## src/rtl/wb_write_arbiter_if.sv

```systemverilog
// Writeback bundle: ALU/load producers, regfile write port,
// and pending-write lookups for decode.
interface wb_write_arbiter_if #(
  parameter int REG_ADDR_LEN = 5,
  parameter int REG_LEN      = 32
);
  logic                    alu_valid;
  logic                    alu_ready;
  logic [REG_ADDR_LEN-1:0] alu_rd;
  logic [REG_LEN-1:0]      alu_data;
  logic                    ld_valid;
  logic [REG_ADDR_LEN-1:0] ld_rd;
  logic [REG_LEN-1:0]      ld_data;
  logic                    write_enable;
  logic [REG_ADDR_LEN-1:0] write_addr;
  logic [REG_LEN-1:0]      write_data;
  logic [REG_ADDR_LEN-1:0] query_addr1;
  logic                    query_hit1;
  logic [REG_ADDR_LEN-1:0] query_addr2;
  logic                    query_hit2;
  logic                    busy;

  modport master (
    output alu_valid, alu_rd, alu_data,
    output ld_valid, ld_rd, ld_data,
    output query_addr1, query_addr2,
    input  alu_ready,
    input  write_enable, write_addr, write_data,
    input  query_hit1, query_hit2, busy
  );

  modport slave (
    input  alu_valid, alu_rd, alu_data,
    input  ld_valid, ld_rd, ld_data,
    input  query_addr1, query_addr2,
    output alu_ready,
    output write_enable, write_addr, write_data,
    output query_hit1, query_hit2, busy
  );
endinterface

```

## src/rtl/wb_write_arbiter.sv

```systemverilog
// Regfile write-port arbiter: loads always win, ALU results
// that lose wait in an in-order skid FIFO.
module wb_write_arbiter #(
  parameter int REG_ADDR_LEN = 5,
  parameter int REG_LEN      = 32,
  parameter int FIFO_DEPTH   = 2
) (
  input logic               clk,
  input logic               rst,
  wb_write_arbiter_if.slave bus
);
  localparam int CW = $clog2(FIFO_DEPTH + 1);
  localparam int PW = (FIFO_DEPTH > 1) ? $clog2(FIFO_DEPTH) : 1;
  localparam logic [PW-1:0] LAST = PW'(FIFO_DEPTH - 1);
  localparam logic [CW-1:0] FULL = CW'(FIFO_DEPTH);

  logic [REG_ADDR_LEN-1:0] q_rd   [FIFO_DEPTH];
  logic [REG_LEN-1:0]      q_data [FIFO_DEPTH];
  logic [FIFO_DEPTH-1:0]   q_vld;
  logic [PW-1:0]           head;
  logic [PW-1:0]           tail;
  logic [CW-1:0]           count;

  logic                    empty;
  logic                    alu_acc;
  logic                    alu_live;
  logic                    ld_live;
  logic                    sel_ld;
  logic                    sel_pop;
  logic                    sel_byp;
  logic                    issue;
  logic                    push;
  logic                    pop;
  logic [REG_ADDR_LEN-1:0] iss_rd;
  logic [REG_LEN-1:0]      iss_data;
  logic                    hit1;
  logic                    hit2;

  logic                    we_q;
  logic [REG_ADDR_LEN-1:0] wa_q;
  logic [REG_LEN-1:0]      wd_q;

  function automatic logic [PW-1:0] nxt(
    input logic [PW-1:0] p
  );
    return (p == LAST) ? '0 : p + 1'b1;
  endfunction

  assign empty    = (count == '0);
  assign bus.alu_ready = rst && (count < FULL);
  assign alu_acc  = bus.alu_valid && bus.alu_ready;
  assign alu_live = alu_acc && (bus.alu_rd != '0);
  assign ld_live  = bus.ld_valid && (bus.ld_rd != '0);

  // Mutually exclusive selects; bypass only when nothing is queued
  assign sel_ld  = ld_live;
  assign sel_pop = !ld_live && !empty;
  assign sel_byp = !ld_live && empty && alu_live;

  always_comb begin
    issue    = 1'b0;
    pop      = 1'b0;
    iss_rd   = '0;
    iss_data = '0;
    unique case (1'b1)
      sel_ld: begin
        issue    = 1'b1;
        iss_rd   = bus.ld_rd;
        iss_data = bus.ld_data;
      end
      sel_pop: begin
        issue    = 1'b1;
        pop      = 1'b1;
        iss_rd   = q_rd[head];
        iss_data = q_data[head];
      end
      sel_byp: begin
        issue    = 1'b1;
        iss_rd   = bus.alu_rd;
        iss_data = bus.alu_data;
      end
      default: ;
    endcase
  end

  assign push = alu_live && !sel_byp;

  always_ff @(posedge clk or negedge rst) begin
    if (!rst) begin
      head  <= '0;
      tail  <= '0;
      count <= '0;
      q_vld <= '0;
    end else begin
      if (push) begin
        q_vld[tail] <= 1'b1;
        tail        <= nxt(tail);
      end
      if (pop) begin
        q_vld[head] <= 1'b0;
        head        <= nxt(head);
      end
      unique case ({push, pop})
        2'b10:   count <= count + 1'b1;
        2'b01:   count <= count - 1'b1;
        default: ;
      endcase
    end
  end

  always_ff @(posedge clk) begin
    if (push) begin
      q_rd[tail]   <= bus.alu_rd;
      q_data[tail] <= bus.alu_data;
    end
  end

  always_ff @(posedge clk or negedge rst) begin
    if (!rst) begin
      we_q <= 1'b0;
      wa_q <= '0;
      wd_q <= '0;
    end else begin
      we_q <= issue;
      if (issue) begin
        wa_q <= iss_rd;
        wd_q <= iss_data;
      end
    end
  end

  assign bus.write_enable = we_q;
  assign bus.write_addr   = wa_q;
  assign bus.write_data   = wd_q;

  always_comb begin
    hit1 = 1'b0;
    hit2 = 1'b0;
    for (int i = 0; i < FIFO_DEPTH; i++) begin
      if (q_vld[i] && q_rd[i] == bus.query_addr1)
        hit1 = 1'b1;
      if (q_vld[i] && q_rd[i] == bus.query_addr2)
        hit2 = 1'b1;
    end
  end

  assign bus.query_hit1 = hit1 && (bus.query_addr1 != '0);
  assign bus.query_hit2 = hit2 && (bus.query_addr2 != '0);
  assign bus.busy       = !empty;

  overflow_a: assert property (
    @(posedge clk) disable iff (!rst)
    !(push && count == FULL)
  );

endmodule

```

## src/flat_wrapper.sv

```systemverilog
// flat-port wrapper written by rule: the top's interface ports become plain ports
module wb_write_arbiter_flat 
#(
  parameter int REG_ADDR_LEN = 5,
  parameter int REG_LEN      = 32,
  parameter int FIFO_DEPTH   = 2
)
  (clk, rst, bus_alu_valid, bus_alu_rd, bus_alu_data, bus_ld_valid, bus_ld_rd, bus_ld_data, bus_query_addr1, bus_query_addr2, bus_alu_ready, bus_write_enable, bus_write_addr, bus_write_data, bus_query_hit1, bus_query_hit2, bus_busy);
  wb_write_arbiter_if #(.REG_ADDR_LEN(REG_ADDR_LEN), .REG_LEN(REG_LEN)) bus_i ();
  input logic clk;
  input logic rst;
  input wire logic [$bits(bus_i.alu_valid)-1:0] bus_alu_valid;
  input wire logic [$bits(bus_i.alu_rd)-1:0] bus_alu_rd;
  input wire logic [$bits(bus_i.alu_data)-1:0] bus_alu_data;
  input wire logic [$bits(bus_i.ld_valid)-1:0] bus_ld_valid;
  input wire logic [$bits(bus_i.ld_rd)-1:0] bus_ld_rd;
  input wire logic [$bits(bus_i.ld_data)-1:0] bus_ld_data;
  input wire logic [$bits(bus_i.query_addr1)-1:0] bus_query_addr1;
  input wire logic [$bits(bus_i.query_addr2)-1:0] bus_query_addr2;
  output wire logic [$bits(bus_i.alu_ready)-1:0] bus_alu_ready;
  output wire logic [$bits(bus_i.write_enable)-1:0] bus_write_enable;
  output wire logic [$bits(bus_i.write_addr)-1:0] bus_write_addr;
  output wire logic [$bits(bus_i.write_data)-1:0] bus_write_data;
  output wire logic [$bits(bus_i.query_hit1)-1:0] bus_query_hit1;
  output wire logic [$bits(bus_i.query_hit2)-1:0] bus_query_hit2;
  output wire logic [$bits(bus_i.busy)-1:0] bus_busy;
  assign bus_i.alu_valid = bus_alu_valid;
  assign bus_i.alu_rd = bus_alu_rd;
  assign bus_i.alu_data = bus_alu_data;
  assign bus_i.ld_valid = bus_ld_valid;
  assign bus_i.ld_rd = bus_ld_rd;
  assign bus_i.ld_data = bus_ld_data;
  assign bus_i.query_addr1 = bus_query_addr1;
  assign bus_i.query_addr2 = bus_query_addr2;
  assign bus_alu_ready = bus_i.alu_ready;
  assign bus_write_enable = bus_i.write_enable;
  assign bus_write_addr = bus_i.write_addr;
  assign bus_write_data = bus_i.write_data;
  assign bus_query_hit1 = bus_i.query_hit1;
  assign bus_query_hit2 = bus_i.query_hit2;
  assign bus_busy = bus_i.busy;
  wb_write_arbiter #(.REG_ADDR_LEN(REG_ADDR_LEN), .REG_LEN(REG_LEN), .FIFO_DEPTH(FIFO_DEPTH)) u_core (.clk(clk), .rst(rst), .bus(bus_i));
endmodule
```

## config.mk

```make
export PLATFORM = sky130hd
export DESIGN_NAME = wb_write_arbiter_flat
export DESIGN_NICKNAME = d
export VERILOG_FILES = /design/src/rtl/wb_write_arbiter_if.sv /design/src/rtl/wb_write_arbiter.sv /design/src/flat_wrapper.sv
export SDC_FILE = /design/constraint.sdc
export NUM_CORES = 1
export LEC_CHECK = 0
export ABC_AREA = 1
export ABC_CLOCK_PERIOD_IN_PS = 2200
export CORE_ASPECT_RATIO = 0.7
export CORE_MARGIN = 5
export CORE_UTILIZATION = 46
export DETAILED_ROUTE_END_ITERATION = 16
export PLACE_DENSITY = 0.77
export SYNTH_ARGS = -nofsm -noshare
export SYNTH_HDL_FRONTEND = slang
export SYNTH_SLANG_ARGS = --single-unit
```

## constraint.sdc

```tcl
create_clock -name clk -period 2.2 [get_ports clk]
set_input_delay 0.44 -clock clk [delete_from_list [all_inputs] [get_ports clk]]
set_output_delay 0.44 -clock clk [all_outputs]
set_load 0.03 [all_outputs]
```

---- Word level (Yosys, flattened, before mapping) ----
Memories as Yosys holds them, arrays and structs flattened.
Index checks and enable logic that the tools add are counted.
word-level totals
  bits in registers ....................... 44
  memory bits (writable) .................. 74
  input bits .............................. 88
  word-level logic and storage cells ...... 72
  memories kept ........................... 2
memories
  memory         depth  bits a word  read ports  clocked after memory_dff  wr ports  RTL line                RTL
  u_core.q_data  2      32           1           0                         1         wb_write_arbiter.sv:18  logic [REG_LEN-1:0] q_data [FIFO_DEPTH];
  u_core.q_rd    2      5            3           0                         1         wb_write_arbiter.sv:17  logic [REG_ADDR_LEN-1:0] q_rd [FIFO_DEPTH];
cells by class
  $add $sub $neg .......................... 4
  order comparisons ....................... 5
  eq/ne operators ......................... 6
  mux-type cells .......................... 19
  bitwise operators ....................... 3
  reduce and logical (&&, ||, !) cells .... 26
operator list
  operator               number
  $pmux W32 S3           1
  $eq A5 B5 Y1           4
  $reduce_bool A5 Y1     4
  $logic_and A1 B1 Y1    16
  $pmux W5 S3            1
  $mux W1                12
  $lt A1 B2 Y1 const B   2
  $mux W2                2
  $pmux W2 S2            1
  $logic_not A1 Y1       3
  $reduce_or A3 Y1       1
  $add A1 B1 Y1 const B  2
  $add A2 B1 Y2 const B  1
  $and A2 B2 Y2          1
  $demux W1 S1           2
  $eq A2 B1 Y1 const B   1
  $eq A2 B2 Y1 const B   1
  $ge A1 B1 Y1 const B   2
  $logic_not A2 Y1       1
  $lt A2 B2 Y1 const B   1
  $not A2 Y2             1
  $or A2 B2 Y2           1
  $reduce_bool A2 Y1     1
  $sub A2 B1 Y2 const B  1

---- Logic depth before layout (Yosys ltp) ----
  depth after elaboration ................. 10
  mapped depth ............................ 10
  depth with buffers taken out ............ 10

---- Worst setup path before layout ----
Ideal clock, no wire load.
  kind .................................... in2reg
  start point ............................. in bus_ld_rd[0]
  end point ............................... mem u_core.q_data[0][0] (enable)
  arrival time ............................ 1.735 ns
  required time ........................... 1.808 ns
  slack ................................... 0.074 ns
  stages on the path ...................... 7
  buffers on the path ..................... 1
  cells stage by stage .................... inv_1 > nand3_4 > nand2_4 > buf_6 > nand2_1 > nand3_1 > inv_1
on the way
  word-level cells in the longest chain between the ends .. 9
ends and longest elaborated chain
  element                            RTL line                 RTL
  from (decl)                        flat_wrapper.sv:16       input wire logic [$bits(bus_i.ld_rd)-1:0] bus_ld_rd;
  $reduce_bool A5 Y1                 wb_write_arbiter.sv:53   assign ld_live = bus.ld_valid && (bus.ld_rd != '0);
  $logic_and A1 B1 Y1                wb_write_arbiter.sv:53
  $logic_not A1 Y1                   wb_write_arbiter.sv:58   assign sel_byp = !ld_live && empty && alu_live;
  $logic_and A1 B1 Y1 (2 in series)  wb_write_arbiter.sv:58
  $logic_not A1 Y1                   wb_write_arbiter.sv:86   assign push = alu_live && !sel_byp;
  $logic_and A1 B1 Y1                wb_write_arbiter.sv:86
  $mux W1                            wb_write_arbiter.sv:112  if (push) begin
  $mux W1 (implied by the code)      wb_write_arbiter.sv:114  q_data[tail] <= bus.alu_data;
  to (decl)                          wb_write_arbiter.sv:18
No other way between the ends.

---- Worst setup path after layout ----
  start point ............................. in bus_query_addr2[2]
  end point ............................... out bus_query_hit2
on the way
  word-level cells in the longest chain between the ends .. 5
  elaborated cells on any way between the ends .. 8
  classes of those cells .................. 2 x eq/ne; 2 x mux; 4 x reduce/logical
ends and longest elaborated chain
  element                  RTL line                 RTL
  from (decl)              flat_wrapper.sv:19       input wire logic [$bits(bus_i.query_addr2)-1:0] bus_query_addr2;
  $eq A5 B5 Y1             wb_write_arbiter.sv:142  if (q_vld[i] && q_rd[i] == bus.query_addr2)
  $logic_and A1 B1 Y1      wb_write_arbiter.sv:142
  $mux W1 (2 in series)    wb_write_arbiter.sv:142
  $logic_and A1 B1 Y1 (*)  wb_write_arbiter.sv:148  assign bus.query_hit2 = hit2 && (bus.query_addr2 != '0);
  to (decl)                flat_wrapper.sv:25       output wire logic [$bits(bus_i.query_hit2)-1:0] bus_query_hit2;
Every way passes the cells marked *; elsewhere a longest branch is shown, timed or not.

==> results.ini <==
[pwr]
power_density_nw_per_um2 = 1220
total_power_uw = 9450
leakagePower_uw = 0.00356
ir_worst_vdd_uv = 724

[route]
viasPerCell = 5.17
drtIter0Drc = 367
ant_nets = 0
drc = 0
wl_per_cell_um = 15.6
dr.pass1.iters = 5
vias = 5099
route.met2.wl_um = 6900
top_layer = met4
wl_met1_um = 7040
wl_met3_um = 1240
finalWirelength_um = 15400

[status]
status = finished clean

[clocking]
cts-htree-levels = 4
cts_buffer_depth = 2
cts_tree = yes
cts.sinks = 118
post_cts_buffers = 0
postCtsResizedCells = 0
clk_latency_ps = 410
clkTransAtPathRegs_ps = 50
hold_buffers = 0
root_buffer = clkbuf_16
cts_made_buffers = 17

[critical_path]
critPathMaxFanout = 3
critPathKind = in -> out
critPathLaunchType = input port
crit_required_ps = 1760
end_kind = output port
crit_arrival_ps = 1690

[die]
die_w_um = 143
ios = 130
die_area_um2 = 14800
start_util_pct = 46.6
coreArea_um2 = 12300
fp.dieH_um = 103
num_rows = 34

[final_layout]
drive_gt1_share_pct = 8.36
final_cells = 987
area.growth.synth_to_final_pct = 35.8
mostFrequentLayoutCell = nand2_1
num_antenna_cells = 0
final_cell_mix = nand2_1 (194), nor2_1 (131), clkdlybuf4s50_1 (121)
nets = 902
fillCellCount = 995

[sta]
fin_skew_ps = 14.7
setup_violations = 0
whs_ps = 160
hold_viol_final = 0
fin_crit_sh_pct = 97.0
drv_slew = 0
rsz0062_at_grt = no
setup_ws_ps = 65.7
min_period_ps = 2130
fmax_mhz = 469
max_slew_margin_pct = 59.0
worstMarginPinSlew_ps = 615

[global_routing]
grt_pass1_vias = 4883
overflow = 0
grt.total_usage_pct = 21.3
grt_antenna_before_repair = 0
grt_pass1_wl_um = 24700
grt_max_degree = 46

[placement]
dp_hpwl_um = 10700
dp.cells = 956
portBuffers = 129
place.gp.congestion = 0.929
dp_slack_ps = 14.7

[run]
drv_cap = 0

[yosys]
yosysUniqueCellTypes = 24
ys_seq_area_share_pct = 58.0
synth_area_um2 = 5730
synth-warning-count = 0
synth_cells = 673
synth_nets = 762
ys_seq_elements = 118
syn_area_per_cell_um2 = 8.51

[min_path]
hold_path_class = in -> async

[registers in the layout, summed over array words and instances (netlist names)]
name,count
u_core.q_data,64
u_core.bus.write_data,32
u_core.q_rd,10
u_core.bus.write_addr,5
u_core.count,2
u_core.q_vld,2
u_core.bus.write_enable,1
u_core.head,1
u_core.tail,1
[synthesized netlist by cell type]
cell / number / share of area [%]
nor2_1: 131 / 8.6
o21ai_0: 16 / 1.4
dfrtp_1: 44 / 19
buf_4: 3 / 0.39
o22ai_1: 4 / 0.44
clkbuf_1: 9 / 0.59
xnor2_1: 1 / 0.15
xor2_1: 5 / 0.76
buf_2: 21 / 1.8
nor2_2: 2 / 0.22
inv_2: 3 / 0.20
nand3_4: 1 / 0.31
ha_1: 1 / 0.22
a21oi_1: 7 / 0.61
nand3_1: 115 / 10
nor3_1: 3 / 0.26
buf_1: 2 / 0.13
buf_6: 3 / 0.59
nand2_1: 195 / 13
edfxtp_1: 74 / 39
nand2_4: 1 / 0.20
nand3_2: 1 / 0.17
inv_1: 29 / 1.9
nand4_1: 2 / 0.22
[stage by stage]
stage | utilization, % | setup TNS, ps | instance area, um^2
6_report | 63.3 | 0 | 7780
5_1_grt | 63.3 | 0 | 7780
4_1_cts | 63.2 | 0 | 7770
3_5_place_dp | 59.1 | 0 | 7270
3_3_place_gp | 59.1 | -58.9 | 7270
2_1_floorplan | - | 0 | 5730
[final cells by class]
cell class                      count  area [um^2]  area share (%)
Sequential cell                   118         3320            42.7
Timing Repair Buffer              159         1540            19.8
Tap cell                          162          203            2.61
Clock inverter                      5         27.5           0.354
Clock buffer                       26          479            6.16
Inverter                           32          120            1.54
Multi-Input combinational cell    485         2090            26.8
[power breakdown]
group	switching [uW]	leakage [uW]	total, uW	internal (uW)
registers	271	0.00119	3190	2910
logic	2430	0.00212	3900	1470
clock network	885	0.000248	2360	1480
[worst paths after layout]
kind / from / endpoint / slack [ps] / cells past startpoint
setup / recovery: bus_query_addr2[2] / bus_query_hit2 / 70 / 7
hold / removal: rst / u_core.bus.write_addr[3] / 160 / 2
setup reg to reg: u_core.count[1] / u_core.count[1] / 470 / 10
hold reg to reg: u_core.bus.write_addr[0] / u_core.bus.write_addr[0] / 510 / 2
max in group asynchronous: rst / u_core.q_vld[1] / 1620 / 2
min in group clk: u_core.bus.write_addr[0] / u_core.bus.write_addr[0] / 510 / 2
[logic make-up after synthesis]
logic type / Yosys count / share of synthesized area [%]
xor gates and xnor gates: 6 / 0.917
and+or+nand+nor: 451 / 32.8
buffers and inverters: 70 / 5.63
adders and majority gates: 1 / 0.218
DFF: 118 / 58.0
AOI/OAI and AO/OA: 27 / 2.45
[critical path, cell delays in order]
cell and delay [ps]:
clkdlybuf4s50_1 500, inv_1 140, o22ai_1 90, nor2_1 130, nand3_1 90, a21oi_1 130
buf_4 180
[routing by layer]
metal | up-vias | track usage [%]
met3 | 19 | 5.56
li1 | 2487 | -
met4 | 0 | 5.86
met5 | - | 0
met1 | 2387 | 30.6
met2 | 206 | 32.5
(Power assumes the default switching activity.)
